--- config.mk ---
export PLATFORM = sky130hd
export DESIGN_NAME = adder_arbiter_flat
export DESIGN_NICKNAME = d
export VERILOG_FILES = /design/src/rtl/adder_arbiter_pkg.sv /design/src/rtl/adder_arbiter_if.sv /design/src/rtl/adder_arbiter_tag_fifo.sv /design/src/rtl/adder_arbiter.sv /design/src/flat_wrapper.sv
export SDC_FILE = /design/constraint.sdc
export NUM_CORES = 1
export LEC_CHECK = 0
export BUFFER_PORTS_ARGS = -buffer_cell sky130_fd_sc_hd__buf_2
export CORE_AREA = 2 2 178 180
export DETAILED_ROUTE_END_ITERATION = 8
export DIE_AREA = 0 0 180 182
export SLEW_MARGIN = 20
export SYNTH_ARGS = -nofsm -noshare
export SYNTH_HDL_FRONTEND = slang
export SYNTH_HIERARCHICAL = 1
export SYNTH_SLANG_ARGS = --single-unit
--- constraint.sdc ---
create_clock -name clk -period 4.25 [get_ports clk]
set_input_delay 0.425 -clock clk [delete_from_list [all_inputs] [get_ports clk]]
set_output_delay 0.425 -clock clk [all_outputs]
set_load 0.02 [all_outputs]
--- src/rtl/adder_arbiter_pkg.sv ---
// Shared types and the round-robin pick helper for the adder arbiter.
// Grants are sized for the largest supported requester count.
package adder_arb_pkg;

  localparam int N_REQ_MAX = 8;
  localparam int TAG_W     = $clog2(N_REQ_MAX);

  typedef logic [TAG_W-1:0] tag_t;

  // One-hot grant for the first asserted valid at or after ptr, wrapping at n.
  function automatic logic [N_REQ_MAX-1:0] rr_pick(
    input logic [N_REQ_MAX-1:0] valid,
    input tag_t                 ptr,
    input int                   n
  );
    logic [N_REQ_MAX-1:0] grant;
    logic                 found;
    int                   idx;
    grant = '0;
    found = 1'b0;
    for (int k = 0; k < N_REQ_MAX; k++) begin
      idx = (int'(ptr) + k) % n;
      if (k < n && !found && valid[idx[TAG_W-1:0]]) begin
        grant[idx[TAG_W-1:0]] = 1'b1;
        found                 = 1'b1;
      end
    end
    return grant;
  endfunction

endpackage

--- src/rtl/adder_arbiter_if.sv ---
// Requester-side bundle: per-requester operand handshake and shared result bus.
// The arbiter is the slave; the operand sources are the master.
interface adder_arbiter_if #(
  parameter int N_REQ = 4,
  parameter int WIDTH = 32
);

  logic [N_REQ-1:0]            req_valid;
  logic [N_REQ-1:0]            req_ready;
  logic [N_REQ-1:0][WIDTH-1:0] req_a;
  logic [N_REQ-1:0][WIDTH-1:0] req_b;
  logic [N_REQ-1:0]            req_cin;
  logic [N_REQ-1:0]            rsp_valid;
  logic [WIDTH-1:0]            rsp_s;
  logic                        rsp_cout;

  modport master (
    output req_valid, req_a, req_b, req_cin,
    input  req_ready, rsp_valid, rsp_s, rsp_cout
  );

  modport slave (
    input  req_valid, req_a, req_b, req_cin,
    output req_ready, rsp_valid, rsp_s, rsp_cout
  );

endinterface

--- src/rtl/adder_arbiter_tag_fifo.sv ---
// In-order tag FIFO remembering which requester issued each adder operation.
// Its occupancy doubles as the in-flight operation count.
module tag_fifo
  import adder_arb_pkg::*;
#(
  parameter int  DEPTH = 8,
  parameter type T     = tag_t
) (
  input  logic                   clk,
  input  logic                   rstn,
  input  logic                   push,
  input  T                       din,
  input  logic                   pop,
  output T                       head,
  output logic                   empty,
  output logic                   full,
  output logic [$clog2(DEPTH):0] count
);

  localparam int AW = $clog2(DEPTH);

  T               mem [DEPTH];
  logic [AW-1:0]  wr_ptr;
  logic [AW-1:0]  rd_ptr;
  logic           do_push;
  logic           do_pop;

  assign empty   = (count == '0);
  assign full    = (count == (AW+1)'(DEPTH));
  assign do_push = push & ~full;
  assign do_pop  = pop & ~empty;
  assign head    = mem[rd_ptr];

  // DEPTH is a power of two, so the pointers wrap by overflow.
  always_ff @(posedge clk) begin
    if (!rstn) begin
      wr_ptr <= '0;
      rd_ptr <= '0;
      count  <= '0;
    end else begin
      if (do_push) wr_ptr <= wr_ptr + AW'(1);
      if (do_pop)  rd_ptr <= rd_ptr + AW'(1);
      unique case ({do_push, do_pop})
        2'b10:   count <= count + (AW+1)'(1);
        2'b01:   count <= count - (AW+1)'(1);
        default: count <= count;
      endcase
    end
  end

  always_ff @(posedge clk) begin
    if (do_push) mem[wr_ptr] <= din;
  end

endmodule

--- src/rtl/adder_arbiter.sv ---
// Round-robin arbiter sharing one pipelined adder between N_REQ requesters,
// tagging each issue so results return to the requester that sent them.
module adder_arbiter
  import adder_arb_pkg::*;
#(
  parameter int N_REQ   = 4,
  parameter int WIDTH   = 32,
  parameter int MAX_OUT = 8
) (
  input  logic                     clk,
  input  logic                     rstn,
  adder_arbiter_if.slave           req_if,
  output logic [WIDTH-1:0]         a,
  output logic [WIDTH-1:0]         b,
  output logic                     cin,
  output logic                     valid_in,
  input  logic [WIDTH-1:0]         s,
  input  logic                     cout,
  input  logic                     valid_out,
  output logic [$clog2(MAX_OUT):0] outstanding,
  output logic                     err
);

  tag_t                 rr_ptr_p0;
  tag_t                 rr_ptr_nxt;
  tag_t                 acc_tag;
  tag_t                 head_tag;
  logic [N_REQ_MAX-1:0] valid_pad;
  logic [N_REQ_MAX-1:0] grant_pad;
  logic [N_REQ-1:0]     grant;
  logic [N_REQ-1:0]     rsp_hot;
  logic [WIDTH-1:0]     a_sel;
  logic [WIDTH-1:0]     b_sel;
  logic                 cin_sel;
  logic                 credit_ok;
  logic                 accept;
  logic                 pop;
  logic                 fifo_empty;
  logic                 fifo_full;

  always_comb begin
    valid_pad              = '0;
    valid_pad[N_REQ-1:0]   = req_if.req_valid;
    grant_pad              = rr_pick(valid_pad, rr_ptr_p0, N_REQ);
    grant                  = grant_pad[N_REQ-1:0];
  end

  // A full tag FIFO means MAX_OUT in flight; a same-cycle pop frees nothing yet.
  assign credit_ok        = rstn & ~fifo_full;
  assign req_if.req_ready = credit_ok ? grant : '0;
  assign accept           = |(req_if.req_valid & req_if.req_ready);

  always_comb begin
    a_sel      = '0;
    b_sel      = '0;
    cin_sel    = 1'b0;
    acc_tag    = '0;
    rr_ptr_nxt = rr_ptr_p0;
    for (int i = 0; i < N_REQ; i++) begin
      if (req_if.req_ready[i]) begin
        a_sel      = req_if.req_a[i];
        b_sel      = req_if.req_b[i];
        cin_sel    = req_if.req_cin[i];
        acc_tag    = tag_t'(i);
        rr_ptr_nxt = (i == N_REQ - 1) ? tag_t'(0) : tag_t'(i + 1);
      end
    end
  end

  // Issue stage: selected operands registered toward the adder
  always_ff @(posedge clk) begin
    if (!rstn) begin
      valid_in  <= 1'b0;
      a         <= '0;
      b         <= '0;
      cin       <= 1'b0;
      rr_ptr_p0 <= '0;
    end else begin
      valid_in <= accept;
      if (accept) begin
        a         <= a_sel;
        b         <= b_sel;
        cin       <= cin_sel;
        rr_ptr_p0 <= rr_ptr_nxt;
      end
    end
  end

  tag_fifo #(
    .DEPTH (MAX_OUT),
    .T     (tag_t)
  ) u_tag_fifo (
    .clk   (clk),
    .rstn  (rstn),
    .push  (accept),
    .din   (acc_tag),
    .pop   (pop),
    .head  (head_tag),
    .empty (fifo_empty),
    .full  (fifo_full),
    .count (outstanding)
  );

  assign pop = valid_out & ~fifo_empty;

  always_comb begin
    rsp_hot = '0;
    for (int i = 0; i < N_REQ; i++) begin
      rsp_hot[i] = pop && (head_tag == tag_t'(i));
    end
  end

  // Response stage: adder result routed to the head tag's requester
  always_ff @(posedge clk) begin
    if (!rstn) begin
      req_if.rsp_valid <= '0;
      req_if.rsp_s     <= '0;
      req_if.rsp_cout  <= 1'b0;
      err              <= 1'b0;
    end else begin
      req_if.rsp_valid <= rsp_hot;
      if (pop) begin
        req_if.rsp_s    <= s;
        req_if.rsp_cout <= cout;
      end
      if (valid_out && fifo_empty) err <= 1'b1;
    end
  end

endmodule

--- src/flat_wrapper.sv ---
// flat-port wrapper written by rule: the top's interface ports become plain ports
module adder_arbiter_flat import adder_arb_pkg::*;
#(
  parameter int N_REQ   = 4,
  parameter int WIDTH   = 32,
  parameter int MAX_OUT = 8
)
  (clk, rstn, a, b, cin, valid_in, s, cout, valid_out, outstanding, err, req_if_req_valid, req_if_req_a, req_if_req_b, req_if_req_cin, req_if_req_ready, req_if_rsp_valid, req_if_rsp_s, req_if_rsp_cout);
  adder_arbiter_if #(.N_REQ(N_REQ), .WIDTH(WIDTH)) req_if_i ();
  input  logic clk;
  input  logic rstn;
  output logic [WIDTH-1:0] a;
  output logic [WIDTH-1:0] b;
  output logic cin;
  output logic valid_in;
  input  logic [WIDTH-1:0] s;
  input  logic cout;
  input  logic valid_out;
  output logic [$clog2(MAX_OUT):0] outstanding;
  output logic err;
  input wire logic [$bits(req_if_i.req_valid)-1:0] req_if_req_valid;
  input wire logic [$bits(req_if_i.req_a)-1:0] req_if_req_a;
  input wire logic [$bits(req_if_i.req_b)-1:0] req_if_req_b;
  input wire logic [$bits(req_if_i.req_cin)-1:0] req_if_req_cin;
  output wire logic [$bits(req_if_i.req_ready)-1:0] req_if_req_ready;
  output wire logic [$bits(req_if_i.rsp_valid)-1:0] req_if_rsp_valid;
  output wire logic [$bits(req_if_i.rsp_s)-1:0] req_if_rsp_s;
  output wire logic [$bits(req_if_i.rsp_cout)-1:0] req_if_rsp_cout;
  assign req_if_i.req_valid = req_if_req_valid;
  assign req_if_i.req_a = req_if_req_a;
  assign req_if_i.req_b = req_if_req_b;
  assign req_if_i.req_cin = req_if_req_cin;
  assign req_if_req_ready = req_if_i.req_ready;
  assign req_if_rsp_valid = req_if_i.rsp_valid;
  assign req_if_rsp_s = req_if_i.rsp_s;
  assign req_if_rsp_cout = req_if_i.rsp_cout;
  adder_arbiter #(.N_REQ(N_REQ), .WIDTH(WIDTH), .MAX_OUT(MAX_OUT)) u_core (.clk(clk), .rstn(rstn), .req_if(req_if_i), .a(a), .b(b), .cin(cin), .valid_in(valid_in), .s(s), .cout(cout), .valid_out(valid_out), .outstanding(outstanding), .err(err));
endmodule
==> impl_metrics.json, run 1 <==
{
  "postCtsSetupBuffers": 0,
  "clock-sinks": 143,
  "port_buffers": 411,
  "r2r-start": "u_core/rr_ptr_p0[0]",
  "fin_tns_setup_ns": 0,
  "htreeDepth": 4,
  "leakage_nw": 5.14,
  "drive_gt1_share_pct": 46.6,
  "finalSetupViolations": 0,
  "clock_latency_ns": 0.42,
  "post-route-period-util_pct": 94.4,
  "totalWireLength_mm": 28.6,
  "synth_seq_area_share_pct": 40.6,
  "yosysTopAreaCell": "dfxtp_1",
  "startpoint_type": "register",
  "postRouteAntennaNets": 0,
  "grt_pass1_vias": 7659,
  "viasPerCell": 4.86,
  "synth-edff-count": 24,
  "grt_util_met2_pct": 30.3,
  "worst_path_max_delay_cell": "buf_4",
  "area_delta_synth_final_pct": 39.7,
  "hold_violations": 0,
  "grt_usage_pct": 16.9,
  "rows": 65,
  "synthDistinctLibCells": 53,
  "worstMarginPinSlew_ns": 0.952,
  "p_per_area_mw_per_mm2": 707,
  "rsz0062_at_grt": "false",
  "vias": 7782,
  "hp-class": "input pin to register",
  "place_inst": 1563,
  "crit_type": "register to output pin",
  "ys_ff_latch": 143,
  "crit_chain": "inv_1 > ha_2 > or3b_1 > a2111oi_4 > o21ai_0 > nand3_1 > nand2_4 > inv_2 > buf_4 > buf_2",
  "crit_fanout": 69,
  "grt-busiest-layer": "met2",
  "cts_made_buffers": 17,
  "endpoint_kind": "output pin",
  "grt_overflow": 0,
  "core_mm2": 0.0310,
  "ios": 412,
  "pre_cts_slack_ns": 0.171,
  "nets": 1492,
  "synthTopCellsByArea": "dfxtp_1 (31%), edfxtp_1 (9.4%), a21o_1 (6.6%)",
  "finalNonFillerCells": 1600,
  "initialDrtViolationCount": 305,
  "clk_pin_slew_ns": 0.06,
  "die_h_um": 182,
  "crit_start": "u_core/rr_ptr_p0[0]",
  "skew_ns": 0.0117,
  "antenna_found_initial": 11,
  "synthCells": 804,
  "post_drt_wl_per_cell_um": 17.9,
  "multi_input_area_mm2": 0.00420,
  "gp_congestion": 0.829,
  "status": "finished clean",
  "clockBufferDepth": 2,
  "firstDrtPassIters": 5,
  "grt_max_degree": 136,
  "min_period_ns": 4.01,
  "arrival_ns": 3.59,
  "seqCellArea_mm2": 0.00310,
  "vdd_ir_drop_max_uv": 398,
  "grt_pass1_wl_mm": 43.3,
  "slowest_delay_ns": 0.68,
  "slew_headroom_pct": 36.5,
  "holdWs_ns": 0.240,
  "cp.required_ns": 3.83,
  "cts_hold_buf": 0,
  "use_met3_pct": 4.93,
  "dpl.hpwl_mm": 20.7,
  "grtUsageMet1_pct": 19.4,
  "ys_warn_count": 6,
  "hold_path.startpoint": "s[12]",
  "nFillCells": 3244,
  "root_buffer": "clkbuf_16",
  "drv_cap": 0,
  "cts_tree": "done",
  "dieArea_mm2": 0.0328,
  "drc": 0,
  "worst_slack_ns": 0.240,
  "ys_async_sr_fraction_pct": 0,
  "synthesis.area_mm2": 0.00764,
  "report.final.slew_viol_count": 0,
  "initial_core_util_pct": 24.7,
  "synth.avg_cell_area_um2": 9.50,
  "die_w_um": 180,
  "ys.flop_type": "dfxtp_1",
  "fmax_mhz": 249,
  "synth_top_area_share_pct": 31.2
}
## flip-flops by register name, summed over array words and instances (netlist names), 2 cells and up, named ones only
register	count
u_core/rr_ptr_p0	2
u_core/u_tag_fifo/rd_ptr	3
u_core/u_tag_fifo/wr_ptr	3
u_core/u_tag_fifo/count	4
u_core/req_if.rsp_valid	4
u_core/b	32
u_core/req_if.rsp_s	32
u_core/u_tag_fifo/mem	24
u_core/a	32
## cells by family (layout without fill, tap and decap cells)
group,after synthesis,in the layout,synth area share [%]
AOI/OAI and AO/OA,261,261,30.5
and+or+nand+nor,280,280,16.8
adders and majority gates,12,12,1.96
buffers and inverters,84,466,5.65
muxes,17,17,3.77
DFF,143,143,40.6
xor gates and xnor gates,6,6,0.688
other,1,13,0.0491
## critical path, delay by kind of cell (launching register included)
kind            cells  cell delay [ns]
buf+inv             4             1.27
simple gates        3             0.63
compound gates      2             0.56
fa+ha+maj           1             0.38
flops               1             0.31
## layout by cell type (no fill, tap or decap), types with 28 or more instances in the layout
cell type    n
a21o_1      67
a21oi_1     38
a221oi_1    36
a221oi_2    29
buf_2      410
dfxtp_1    118
nand2_1     83
nand3_1     70
nor2_1      82
o31ai_1     28
o31ai_2     38
## per-layer routing
metal	vias to the layer above	wire (µm)
met3	36	2000
met4	10	459
met1	3679	11500
met5	-	65
li1	3737	-
met2	320	14600
## cell usage after synthesis, types with 2 or more instances
| cell type | count |
|---|---|
| nand2_1 | 84 |
| nor4_2 | 2 |
| o31ai_1 | 28 |
| a21boi_2 | 2 |
| xnor2_1 | 3 |
| mux2_2 | 4 |
| nand3_1 | 70 |
| mux2i_1 | 4 |
| mux4_2 | 9 |
| a21boi_0 | 2 |
| a221oi_2 | 29 |
| o21ai_1 | 2 |
| a21oi_1 | 39 |
| a22oi_1 | 2 |
| a21oi_2 | 2 |
| ha_1 | 12 |
| or2_2 | 2 |
| and2_1 | 7 |
| and3_1 | 2 |
| xor2_1 | 3 |
| nor2b_1 | 7 |
| or3b_1 | 2 |
| a21o_1 | 67 |
| a32oi_1 | 2 |
| o21ai_0 | 6 |
| nand2b_1 | 8 |
| dfxtp_1 | 119 |
| o31ai_2 | 38 |
| nor3_1 | 4 |
| inv_1 | 7 |
| nor2_1 | 82 |
| a2111oi_1 | 2 |
| edfxtp_1 | 24 |
| buf_2 | 15 |
| a221oi_1 | 36 |
| buf_4 | 6 |
| nand3b_1 | 2 |
| buf_6 | 10 |
| clkbuf_1 | 42 |
| or3_1 | 3 |
| buf_1 | 2 |
## repair_timing
action / 4_1_cts / 5_1_grt
endpoints found under the setup margin: 0 / 3
gates resized for setup: 0 / 3
hold endpoints to repair: 0 / 0
## power breakdown
group          internal (mW)  leakage, nW  switching (mW)  total [mW]
combinational           1.50         3.65            2.45        3.95
sequential              1.81         1.19           0.215        2.03
clock                  0.914        0.296           0.650        1.56
total                   4.23         5.14            3.31        7.54
## area by class of cell
cell class	instances	share of cell area (%)
Sequential cell	143	29.1
Timing Repair Buffer	425	20.7
Clock inverter	12	1.38
Antenna cell	5	0.117
Clock buffer	20	4.28
Multi-Input combinational cell	584	39.4
Tap cell	402	4.71
Inverter	9	0.316
## per-stage QoR
step                instance area [µm²]  total power, mW  utilization (%)
floorplan                          7710             4.88                -
global placement                  10100             5.98             32.4
detailed placement                10100             6.04             32.4
CTS                               10700             7.65             34.4
global route                      10700             8.05             34.4
finish                            10700             7.54             34.5
## worst paths after layout
path / to / slack [ns] / depth (start not counted)
max: req_if_req_ready[3] / 0.24 / 10
min: u_core/req_if.rsp_s[12] / 0.24 / 3
max reg2reg: u_core/u_tag_fifo/count[2] / 0.27 / 16
min reg2reg: u_core/req_if.rsp_s[10] / 0.45 / 2
No activity file was read; power rests on OpenSTA's default activity.
==> run 2: changes to the inputs <==
CTS_BUF_LIST = sky130_fd_sc_hd__clkbuf_16   (was not set)
==> run 2 against run 1 <==
Effect of this change:
- die area is the same
- sequential share of layout area grew 0.055 points
- critical path type unchanged
- clock power is essentially flat
- setup slack lost 0.00076 ns
- first-iteration DRC count grew 6.9%
==> impl_metrics.json, run 2 (synthesis gave the netlist of run 1 again) <==
{
  "cp.required_ns": 3.83,
  "cts_tree": "done",
  "path_delay_family": "buffers and inverters",
  "clock-sinks": 143,
  "r2r-start": "u_core/rr_ptr_p0[0]",
  "status": "finished clean",
  "rsz0062_at_grt": "false",
  "area_delta_synth_final_pct": 39.4,
  "htreeDepth": 4,
  "multi_input_area_mm2": 0.00420,
  "pwr-share-comb_pct": 52.6,
  "nFillCells": 3249,
  "antenna_found_initial": 11,
  "mostFrequentLayoutCell": "buf_2",
  "drv_cap": 0,
  "drive_gt1_share_pct": 46.5,
  "leakage_nw": 5.13,
  "gp_congestion": 0.829,
  "utilization_pct": 34.4,
  "worstMarginPinSlew_ns": 0.948,
  "dieArea_mm2": 0.0328,
  "grt_pass1_vias": 7660,
  "clk_pin_slew_ns": 0.06,
  "place_inst": 1563,
  "finalSetupViolations": 0,
  "clock_latency_ns": 0.42,
  "largestRegisters": "u_core/a (32), u_core/b (32), u_core/req_if.rsp_s (32)",
  "postRouteAntennaNets": 0,
  "crit_fanout": 69,
  "holdWs_ns": 0.239,
  "p_int_mw": 4.19,
  "mostFrequentLayoutCells": "buf_2 (410), dfxtp_1 (118), nand2_1 (83), nor2_1 (82), nand3_1 (70)",
  "pwr-share-clk_pct": 20.4,
  "totalWireLength_mm": 28.6,
  "ios": 412,
  "arrival_ns": 3.59,
  "vias": 7782,
  "fin_tns_setup_ns": 0,
  "path_buf_inv": 4,
  "die_h_um": 182,
  "startpoint_type": "register",
  "die_w_um": 180,
  "viasPerCell": 4.86,
  "cts_made_buffers": 17,
  "grt_pass1_wl_mm": 43.2,
  "nets": 1492,
  "cts_hold_buf": 0,
  "min_path_cells": 3,
  "initial_core_util_pct": 24.7,
  "fmax_mhz": 249,
  "post_drt_wl_per_cell_um": 17.9,
  "initialDrtViolationCount": 326,
  "crit_cells": 10,
  "crit_chain": "inv_1 > ha_2 > or3b_1 > a2111oi_4 > o21ai_0 > nand3_1 > nand2_4 > inv_2 > buf_4 > buf_2",
  "rr_endpoint": "u_core/u_tag_fifo/count[2]",
  "firstDrtPassIters": 4,
  "slowest_delay_ns": 0.68,
  "hp-class": "input pin to register",
  "slew_headroom_pct": 36.8,
  "port_buffers": 411,
  "clockBufferDepth": 2,
  "dpl.hpwl_mm": 20.7,
  "grt_overflow": 0,
  "report.final.slew_viol_count": 0,
  "skew_ns": 0.0119,
  "grt_max_degree": 136,
  "rows": 65,
  "crit_type": "register to output pin",
  "drc": 0,
  "switching_power_mw": 3.32,
  "finalNonFillerCells": 1600,
  "min_period_ns": 4.01,
  "power_frac_seq_pct": 27.0,
  "hold_violations": 0,
  "root_buffer": "clkbuf_16",
  "grt_usage_pct": 16.8,
  "worst_path_max_delay_cell": "buf_4",
  "hold_path.startpoint": "s[12]",
  "swShare_pct": 44.2,
  "ff2ff_setup_slack_ns": 0.28,
  "seqCellArea_mm2": 0.00310,
  "p_per_area_mw_per_mm2": 705,
  "core_mm2": 0.0310,
  "endpoint_kind": "output pin",
  "r2r_cells": 16,
  "post-route-period-util_pct": 94.4,
  "vdd_ir_drop_max_uv": 398,
  "hold_path_end": "u_core/req_if.rsp_s[12]"
}
## run 2: area by class of cell
cell class                 instances  area share, %
antenna                            5          0.117
clock buffer                      17           3.99
sequential                       143           29.1
multi-input combinational        584           39.4
clock inverter                    15           1.49
tap                              402           4.72
timing repair buffer             425           20.8
inverter                           9          0.317
## run 2: timing repair
item | CTS | global route
gates resized for setup | 0 | 3
setup buffers | 0 | 0
setup endpoints to repair | 0 | 3
## run 2: worst max-delay path by stage
stage | start | endpoint | slack [ns]
finish | u_core/rr_ptr_p0[0] | req_if_req_ready[3] | 0.24
global route | u_core/rr_ptr_p0[0] | req_if_req_ready[3] | 0.006
CTS | u_core/rr_ptr_p0[1] | req_if_req_ready[3] | 0.06
detailed placement | u_core/rr_ptr_p0[1] | u_core/u_tag_fifo/count[2] | 0.17
global placement | u_core/rr_ptr_p0[1] | u_core/u_tag_fifo/count[2] | 0.27
floorplan | u_core/rr_ptr_p0[0] | u_core/u_tag_fifo/count[2] | 0.003
## run 2: power by group through the flow
stage,Clock [mW],Combinational [mW],Sequential [mW]
4_1_cts,1.59,3.99,2.03
6_report,1.53,3.95,2.03
3_3_place_gp,0,3.94,2.04
5_1_grt,1.64,4.29,2.08
2_1_floorplan,0,2.43,2.46
3_5_place_dp,0,3.99,2.05
## run 2: worst register-to-register path, stage by stage (launching register included)
cell       delay [ns]
dfxtp_1          0.31
inv_1            0.21
ha_2             0.38
or3b_1           0.43
a2111oi_4        0.41
o21ai_0          0.23
a21oi_1          0.29
a2111oi_4        0.07
inv_1            0.14
nand2_1          0.14
ha_2             0.26
xor2_1           0.15
ha_1             0.19
a21oi_1          0.14
xor2_1           0.09
or3_1            0.30
a21boi_0         0.17
## run 2: routing by layer
layer  wire (µm)  global-route usage, %  vias up  part of all wire (%)
met4         444                   4.78       10                   1.5
met5          62                      0        -                  0.22
li1            -                      -     3736                     -
met1       11500                   19.4     3674                    40
met3        2070                   4.93       32                   7.2
met2       14500                   30.3      330                    51
## run 2: through the flow
| step | worst slack, ns | power (mW) | area, µm² |
|---|---|---|---|
| 3_3_place_gp | 0.272 | 5.98 | 10100 |
| 3_5_place_dp | 0.171 | 6.04 | 10100 |
| 2_1_floorplan | 0.00273 | 4.88 | 7710 |
| 4_1_cts | 0.0576 | 7.61 | 10600 |
| 5_1_grt | 0.00571 | 8.00 | 10700 |
| 6_report | 0.239 | 7.51 | 10700 |
